<file path="config.mk">
export PLATFORM = sky130hd
export DESIGN_NAME = video_timing_ctrl
export DESIGN_NICKNAME = d
export VERILOG_FILES = /design/src/rtl/video_timing_pkg.sv /design/src/rtl/video_timing_ctrl_axis.sv /design/src/rtl/video_timing_ctrl.sv
export SDC_FILE = /design/constraint.sdc
export NUM_CORES = 1
export LEC_CHECK = 0
export ABC_AREA = 1
export CORE_MARGIN = 2
export CORE_UTILIZATION = 40
export DETAILED_ROUTE_END_ITERATION = 7
export GPL_TIMING_DRIVEN = 0
export HOLD_SLACK_MARGIN = 0.12
export PLACE_DENSITY_LB_ADDON = 0.1
export SYNTH_ARGS = -nofsm -noshare
export SYNTH_HDL_FRONTEND = slang
export SYNTH_SLANG_ARGS = --single-unit
</file>
<file path="constraint.sdc">
create_clock -name clk -period 3.49 [get_ports clk]
set_clock_uncertainty 0.05 [all_clocks]
set_input_delay 0.698 -clock clk [delete_from_list [all_inputs] [get_ports clk]]
set_output_delay 0.698 -clock clk [all_outputs]
set_load 0.05 [all_outputs]
</file>
<file path="src/rtl/video_timing_pkg.sv">
// rtl/video_timing_pkg.sv - shared constants, state encoding and total helpers for the raster sequencer
// Purpose: CEA 1280x720p60 default geometry, IDLE/RUN/DRAIN encoding and the
//          axis-total helper used by video_timing_ctrl and timing_axis.
// Ports:   none (package)
package video_timing_pkg;

   // CEA 1280x720p60 geometry (74.25 MHz pixel clock, 1650x750 totals)
   localparam int H_ACTIVE_720P = 1280;
   localparam int H_FP_720P     = 110;
   localparam int H_SYNC_720P   = 40;
   localparam int H_BP_720P     = 220;
   localparam int V_ACTIVE_720P = 720;
   localparam int V_FP_720P     = 5;
   localparam int V_SYNC_720P   = 5;
   localparam int V_BP_720P     = 20;

   localparam int H_TOTAL_MAX   = 2048;
   localparam int V_TOTAL_MAX   = 1024;

   typedef logic [1:0] state_t;
   localparam logic [1:0] ST_IDLE  = 2'd0;
   localparam logic [1:0] ST_RUN   = 2'd1;
   localparam logic [1:0] ST_DRAIN = 2'd2;

   function automatic int axis_total(input int active, input int fp, input int sync, input int bp);
      return active + fp + sync + bp;
   endfunction

endpackage

</file>
<file path="src/rtl/video_timing_ctrl_axis.sv">
// rtl/video_timing_ctrl_axis.sv - one raster axis: wrapping counter, active window and sync window
// Purpose: counts 0..TOTAL-1 and decodes the active and sync windows from the
//          next count so the registered sync lines up with the registered count.
// Ports:
//   clk, rst_n  pixel clock, asynchronous active-low reset
//   clear       force the next count to 0 (sequencer idle)
//   step        advance the count (wrapping at TOTAL-1)
//   blank       force sync inactive for the next clock
//   count       registered position
//   last        count is at TOTAL-1
//   in_active   next count lies in the active window (unregistered)
//   sync        registered sync output at level POL inside the window
module timing_axis
   import video_timing_pkg::*;
#(
   parameter int WIDTH  = 11,
   parameter int ACTIVE = H_ACTIVE_720P,
   parameter int FP     = H_FP_720P,
   parameter int SYNC   = H_SYNC_720P,
   parameter int BP     = H_BP_720P,
   parameter bit POL    = 1'b1
) (
   input  logic             clk,
   input  logic             rst_n,
   input  logic             clear,
   input  logic             step,
   input  logic             blank,
   output logic [WIDTH-1:0] count,
   output logic             last,
   output logic             in_active,
   output logic             sync
);

   localparam int TOTAL = axis_total(ACTIVE, FP, SYNC, BP);

   // One extra bit so window bounds equal to 2^WIDTH still compare correctly
   localparam logic [WIDTH:0] LAST_C   = (WIDTH+1)'(TOTAL - 1);
   localparam logic [WIDTH:0] ACT_END  = (WIDTH+1)'(ACTIVE);
   localparam logic [WIDTH:0] SYNC_BEG = (WIDTH+1)'(ACTIVE + FP);
   localparam logic [WIDTH:0] SYNC_END = (WIDTH+1)'(ACTIVE + FP + SYNC);

   logic [WIDTH-1:0] nxt;
   logic [WIDTH:0]   nxt_w;
   logic             in_sync;

   assign last = ({1'b0, count} == LAST_C);

   always_comb begin
      nxt = count;
      if (clear) begin
         nxt = '0;
      end else if (step) begin
         nxt = last ? '0 : count + WIDTH'(1);
      end
   end

   assign nxt_w     = {1'b0, nxt};
   assign in_active = (nxt_w < ACT_END);
   assign in_sync   = !blank && (nxt_w >= SYNC_BEG) && (nxt_w < SYNC_END);

   always_ff @(posedge clk or negedge rst_n) begin
      if (!rst_n) begin
         count <= '0;
         sync  <= ~POL;
      end else begin
         count <= nxt;
         sync  <= in_sync ? POL : ~POL;
      end
   end

endmodule

</file>
<file path="src/rtl/video_timing_ctrl.sv">
// rtl/video_timing_ctrl.sv - raster sequencer driving counters, syncs and de for the HDMI pixel path
// Purpose: scans the display with frame-boundary start/stop and counts frames.
// Ports:
//   clk          pixel clock
//   rst_n        asynchronous reset, active-low
//   enable       run request, level-sensitive
//   counterX     horizontal position (0..H_ACTIVE-1 visible)
//   counterY     vertical position (0..V_ACTIVE-1 visible)
//   hsync        horizontal sync at HS_POL
//   vsync        vertical sync at VS_POL
//   de           data enable (visible pixel)
//   frame_start  one-clock pulse at (0,0) while scanning
//   frame_count  completed frames, wraps at 2^16
module video_timing_ctrl
   import video_timing_pkg::*;
#(
   parameter int H_ACTIVE = H_ACTIVE_720P,
   parameter int H_FP     = H_FP_720P,
   parameter int H_SYNC   = H_SYNC_720P,
   parameter int H_BP     = H_BP_720P,
   parameter int V_ACTIVE = V_ACTIVE_720P,
   parameter int V_FP     = V_FP_720P,
   parameter int V_SYNC   = V_SYNC_720P,
   parameter int V_BP     = V_BP_720P,
   parameter bit HS_POL   = 1'b1,
   parameter bit VS_POL   = 1'b1
) (
   input  logic        clk,
   input  logic        rst_n,
   input  logic        enable,
   output logic [10:0] counterX,
   output logic [9:0]  counterY,
   output logic        hsync,
   output logic        vsync,
   output logic        de,
   output logic        frame_start,
   output logic [15:0] frame_count
);

   localparam int H_TOTAL = axis_total(H_ACTIVE, H_FP, H_SYNC, H_BP);
   localparam int V_TOTAL = axis_total(V_ACTIVE, V_FP, V_SYNC, V_BP);

   generate
      if (H_TOTAL > H_TOTAL_MAX) begin : g_h_total_err
         $error("video_timing_ctrl: H_TOTAL exceeds 2048");
      end
      if (V_TOTAL > V_TOTAL_MAX) begin : g_v_total_err
         $error("video_timing_ctrl: V_TOTAL exceeds 1024");
      end
   endgenerate

   state_t state, state_nxt;
   logic   running, at_last, blank;
   logic   x_last, y_last, x_in_active, y_in_active;

   assign running = (state != ST_IDLE);
   assign at_last = x_last && y_last;

   // Stop decisions only take effect at the last pixel, so a frame is never cut short
   always_comb begin
      state_nxt = state;
      case (state)
         ST_IDLE:  if (enable) state_nxt = ST_RUN;
         ST_RUN:   if (!enable) state_nxt = at_last ? ST_IDLE : ST_DRAIN;
         ST_DRAIN: begin
            if (enable)       state_nxt = ST_RUN;
            else if (at_last) state_nxt = ST_IDLE;
         end
         default:  state_nxt = ST_IDLE;
      endcase
   end

   // Counters show (0,0) in IDLE; blanking hides that position until a run starts
   assign blank = (state_nxt == ST_IDLE);

   timing_axis #(
      .WIDTH(11), .ACTIVE(H_ACTIVE), .FP(H_FP), .SYNC(H_SYNC), .BP(H_BP), .POL(HS_POL)
   ) u_h_axis (
      .clk       (clk),
      .rst_n     (rst_n),
      .clear     (!running),
      .step      (running),
      .blank     (blank),
      .count     (counterX),
      .last      (x_last),
      .in_active (x_in_active),
      .sync      (hsync)
   );

   // Vertical axis steps on the horizontal wrap, so vsync edges land on X=0
   timing_axis #(
      .WIDTH(10), .ACTIVE(V_ACTIVE), .FP(V_FP), .SYNC(V_SYNC), .BP(V_BP), .POL(VS_POL)
   ) u_v_axis (
      .clk       (clk),
      .rst_n     (rst_n),
      .clear     (!running),
      .step      (running && x_last),
      .blank     (blank),
      .count     (counterY),
      .last      (y_last),
      .in_active (y_in_active),
      .sync      (vsync)
   );

   always_ff @(posedge clk or negedge rst_n) begin
      if (!rst_n) begin
         state       <= ST_IDLE;
         de          <= 1'b0;
         frame_start <= 1'b0;
         frame_count <= '0;
      end else begin
         state       <= state_nxt;
         de          <= !blank && x_in_active && y_in_active;
         // Next position is (0,0) when leaving IDLE or wrapping from the last pixel
         frame_start <= !blank && (!running || at_last);
         if (running && at_last) begin
            frame_count <= frame_count + 16'd1;
         end
      end
   end

endmodule

</file>
After elaboration in Yosys (flattened, before gate mapping)
Cells that the tools add are included.
- register bits after elaboration: 43
- bits in latches: 0
- bits in writable memories: 0
- ROM bits: 0
- output and inout bits: 41
- word-level logic and storage cells: 50
- memories: 0
- add/sub/neg operators: 3
- $mul: 0
- divide/modulo/power cells: 0
- magnitude comparators: 6
- eq/ne operators: 4
- shift-type cells: 0
- mux-type cells: 13
- bitwise gates (word level): 0
- reductions and logical operators: 16
- operators with widths (operator ; number):
    two-way mux 10 bit ; 3
    < comparator 11 bit, second input constant ; 2
    two-way mux 11 bit ; 2
    < comparator 10 bit, second input constant ; 2
    adder 16 x 1 -> 16 bit, second input constant ; 1
    adder 11 x 1 -> 11 bit, second input constant ; 1
    == test 11 bit, second input constant ; 1
    greater-or-equal comparator 11 bit, second input constant ; 1
    adder 10 x 1 -> 10 bit, second input constant ; 1
    == test 10 bit, second input constant ; 1
    greater-or-equal comparator 10 bit, second input constant ; 1
    logical AND 1 bit ; 10
    two-way mux 2 bit ; 5
    one-hot mux 2 bit (3 select lines) ; 1
    zero test 2 bit ; 2
    == test 2 x 1 -> 1 bit, second input constant ; 1
    == test 2 bit, second input constant ; 1
    zero test 1 bit ; 2
    two-way mux 1 bit ; 2
    nonzero test 2 bit ; 1
    logical OR 1 bit ; 1

Longest topological paths before layout
- depth in word-level cells: 10
- mapped depth: 15
- gate-level depth less buffers: 15

By module
A second synthesis with hierarchy kept.
- cells, all modules: 321
- area total of the unflattened synthesis: 2635.0 µm²
- by module, submodules not included (module ; instances ; cells an instance ; area each (µm²)):
    video_timing_ctrl ; 1 ; 119 ; 1052.3
    timing_axis at u_v_axis ; 1 ; 104 ; 794.5
    timing_axis at u_h_axis ; 1 ; 98 ; 788.3

Worst setup path after synthesis
OpenSTA, ideal clock, no wires.
- path type: reg-to-reg
- from: reg u_h_axis.count[0]
- to: reg frame_count[13]
- arrival time: 1965 ps
- slack: 1393 ps
- cell stages (with the launch flop): 11
- path buffers: 0
- clock period less this slack: 2097 ps
- cell sequence: dfrtp_1 -> ha_1 -> nand2_2 -> nor2_4 -> nand4_4 -> nor2_8 -> inv_6 -> nor2_8 -> nand3_4 -> nor2_2 -> xor2_1
- longest elaborated chain between the ends: 3
- RTL lines (element ; line ; RTL):
    start: declaration ; video_timing_ctrl_axis.sv:28 ; output logic [WIDTH-1:0] count,
    start signal: assignment ; video_timing_ctrl_axis.sv:66 ; count <= nxt;
    == test 11 bit ; video_timing_ctrl_axis.sv:46 ; assign last = ({1'b0, count} == LAST_C);
    logical AND 1 bit ; video_timing_ctrl.sv:57 ; assign at_last = x_last && y_last;
    logical AND 1 bit ; video_timing_ctrl.sv:116 ; if (running && at_last) begin
    end signal: assignment ; video_timing_ctrl.sv:117 ; frame_count <= frame_count + 16'd1;
    end: declaration ; video_timing_ctrl.sv:37 ; output logic [15:0] frame_count
Every way passes these cells.
A chain may end at the register's enable or synchronous reset.

Worst setup path in the final report
- from: reg u_v_axis.count[5]
- to: out counterY[5]
- RTL lines (element ; line ; RTL):
    start: declaration ; video_timing_ctrl_axis.sv:28 ;
    start signal: assignment ; video_timing_ctrl_axis.sv:66 ;
    end: declaration ; video_timing_ctrl.sv:32 ; output logic [9:0] counterY,
No word-level cell between the ends.

==> key figures <==
Status
  – Status: completed

Final layout
  – Post-route cell area: 0.00324 mm²
  – Most common cell after layout, fill and taps aside: nand2_1
  – Area grow syn2layout: 25.0%
  – FILL cells: 652
  – Finished Layout Cells: 478
  – Most frequent cells in the layout: 103 x nand2_1, 49 x nor2_1, 47 x inv_1, 43 x dfrtp_1, 42 x clkdlybuf4s50_1
  – N_diodes: 0
  – Area of the multi-input gates: 0.00128 mm²
  – Post-layout nets: 408
  – Sequential cell area: 0.00108 mm²
  – Ratio of cells with drive above 1 in the final layout: 8.98%
  – Final Core Density: 51.2%

STA
  – Final number of max-transition violations: 0
  – Fmax: 423 MHz
  – Setup TNS: 0 ns
  – WHS: 0.317 ns
  – Final hold violation count: 0
  – Setup ws final: 1.12 ns
  – Tmin final: 2.37 ns
  – Slew @ Worst Pin: 0.532 ns
  – RSZ-0062 raised after global routing: false
  – Worst slew margin: 64.6%
  – Final period util: 67.8%
  – Final setup viols: 0

Synth
  – Syn Std Cell Area: 0.00259 mm²
  – Sequential-to-total area share from yosys stat: 41.6%
  – Cell variety after synth: 28
  – Syn avg cell area: 7.41 µm²
  – Top post-synthesis cells by area: dfrtp_1 42%, nand2_1 15%, nor2_1 7.1%
  – Syn_nets: 357
  – Post-synth top area share: 41.6%
  – Synth area leader: dfrtp_1
  – Number of synthesis warnings: 0
  – Synth Instances: 349
  – Register bit total from synthesis: 43

Clocking
  – Post-CTS sizing: 0
  – Clock Sinks: 43
  – Clock transition at path regs: 0.09 ns
  – Root Driver: clkbuf_8
  – # hold bufs at CTS: 0
  – CTS H-tree depth: 2
  – Clock Latency Late Sink: 0.30 ns
  – TritonCTS Buffers: 5
  – CTS tree: built
  – Post-CTS setup buffers: 0
  – Clock Path Buffers: 2

Setup path
  – Critical path data required time: 2.74 ns
  – Startpoint class of the critical path: register
  – Worst path bufs/invs: 1
  – Worst R2R Setup Slack: 1.35 ns
  – Slowest CP cell: clkdlybuf4s50_1
  – CP Max Fanout: 7
  – Worst path cell trace: clkdlybuf4s50_1
  – Slowest cell delay on critical path: 0.85 ns
  – CP arrival: 1.62 ns
  – CP Capture Type: output pin
  – CP top delay family: buffers and inverters
  – Worst Path Class, Setup: reg -> out

Die
  – Die area: 0.00713 mm²
  – CORE AREA: 0.00631 mm²
  – Num rows: 29
  – Ports: 44
  – Die height: 84.4 µm
  – Starting Density: 41.0%
  – Die X-Extent: 84.4 µm

GRT
  – Met3 capacity usage during global routing: 4.03%
  – First-pass GRT wire length: 10.0 mm
  – Total GRT Usage: 17.6%
  – M2 GR Usage: 29.0%
  – Grt ovf: 0
  – Grt met1 use: 23.3%
  – Largest net degree at the start of global routing: 23
  – Vias in the first global route: 2173
  – Global routing's busiest layer: met2
  – Initial antenna violation count: 0

Route
  – Pre-antenna DRT Iters: 4
  – WL per Instance: 12.3 µm
  – DRC: 0
  – DRT Wirelength: 5.88 mm
  – Initial DRC count: 112
  – Post-route ant nets: 0
  – Vias/cell: 4.75
  – Vias: 2269

Hold path
  – Hold Path Class: in -> async

Pwr
  – Peak supply drop: 0.312 mV
  – Overall power: 1.08 mW
  – P_leak: 1.59 nW
  – Cell Pwr Density: 335 mW/mm²

Placed design
  – Routability Congestion: 0.837
  – Post-detail-place hpwl: 4.58 mm
  – Pre-CTS WS: 1.40 ns
  – Post-DP Area: 0.00314 mm²
  – IO Port Bufs: 43
  – Cells after DPL: 470

Run
  – Max-capacitance violation count: 0
cell families (layout without fill, tap and decap cells):
logic type	count (synthesis)	after routing	share of synthesized area, %
xor+xnor	20	20	6.77
fa+ha+maj	5	5	2.42
flops	43	43	41.6
compound gates	13	13	2.51
simple gates	211	211	37.7
buf+inv	57	109	8.99
worst paths after layout:
check                                  startpoint                 to  cells past startpoint
max in group asynchronous                   rst_n    frame_count[15]                      2
worst max register to register  u_h_axis.count[1]      u_v_axis.sync                     14
min in group clk                  frame_count[13]    frame_count[13]                      1
worst min register to register    frame_count[13]    frame_count[13]                      1
worst max-delay path            u_v_axis.count[5]        counterY[5]                      1
worst min-delay path                        rst_n  u_h_axis.count[4]                      1
cells in the mapped netlist:
| cell | n |
|---|---|
| inv_4 | 1 |
| nand4_4 | 1 |
| nand4_1 | 6 |
| nand2_1 | 103 |
| nand2_2 | 5 |
| inv_2 | 5 |
| nor3_1 | 6 |
| nor3_2 | 1 |
| nor2_4 | 3 |
| nand3_2 | 2 |
| nor4_1 | 1 |
| nand3_1 | 29 |
| o21ai_0 | 6 |
| xnor2_1 | 7 |
| buf_6 | 1 |
| inv_1 | 47 |
| ha_1 | 5 |
| buf_4 | 1 |
| o21ai_1 | 2 |
| xor2_1 | 13 |
| a21oi_1 | 5 |
| inv_6 | 1 |
| nor2_1 | 49 |
| clkinv_1 | 1 |
| dfrtp_1 | 43 |
| nor2_8 | 2 |
| nor2_2 | 2 |
| nand3_4 | 1 |
metal layers:
| layer | wire length, µm | up-vias |
|---|---|---|
| met5 | 0 | - |
| met4 | 109 | 0 |
| met3 | 225 | 10 |
| li1 | - | 1175 |
| met2 | 2780 | 49 |
| met1 | 2760 | 1035 |
state kept, by name, summed over array words and instances, names as in the netlist:
| signal | count |
|---|---|
| state | 2 |
| frame_count | 16 |
| u_h_axis.count | 11 |
| de | 1 |
| frame_start | 1 |
| u_h_axis.sync | 1 |
| u_v_axis.count | 10 |
| u_v_axis.sync | 1 |
power by group:
part           internal [mW]  total (mW)  switching (mW)
Combinational         0.0672       0.203           0.136
Clock                  0.162       0.348           0.186
Sequential             0.515       0.534          0.0189
Total                  0.744        1.08           0.341
cell type report:
type | count | area share [%]
buffer | 2 | 0.580
clock buffer | 6 | 2.55
clock inverter | 2 | 0.503
inverter | 55 | 6.61
multi-input combinational | 249 | 39.5
sequential | 43 | 33.3
tap | 77 | 2.98
timing repair buffer | 44 | 14.0
Note: power is estimated with default switching activity, not from simulation.
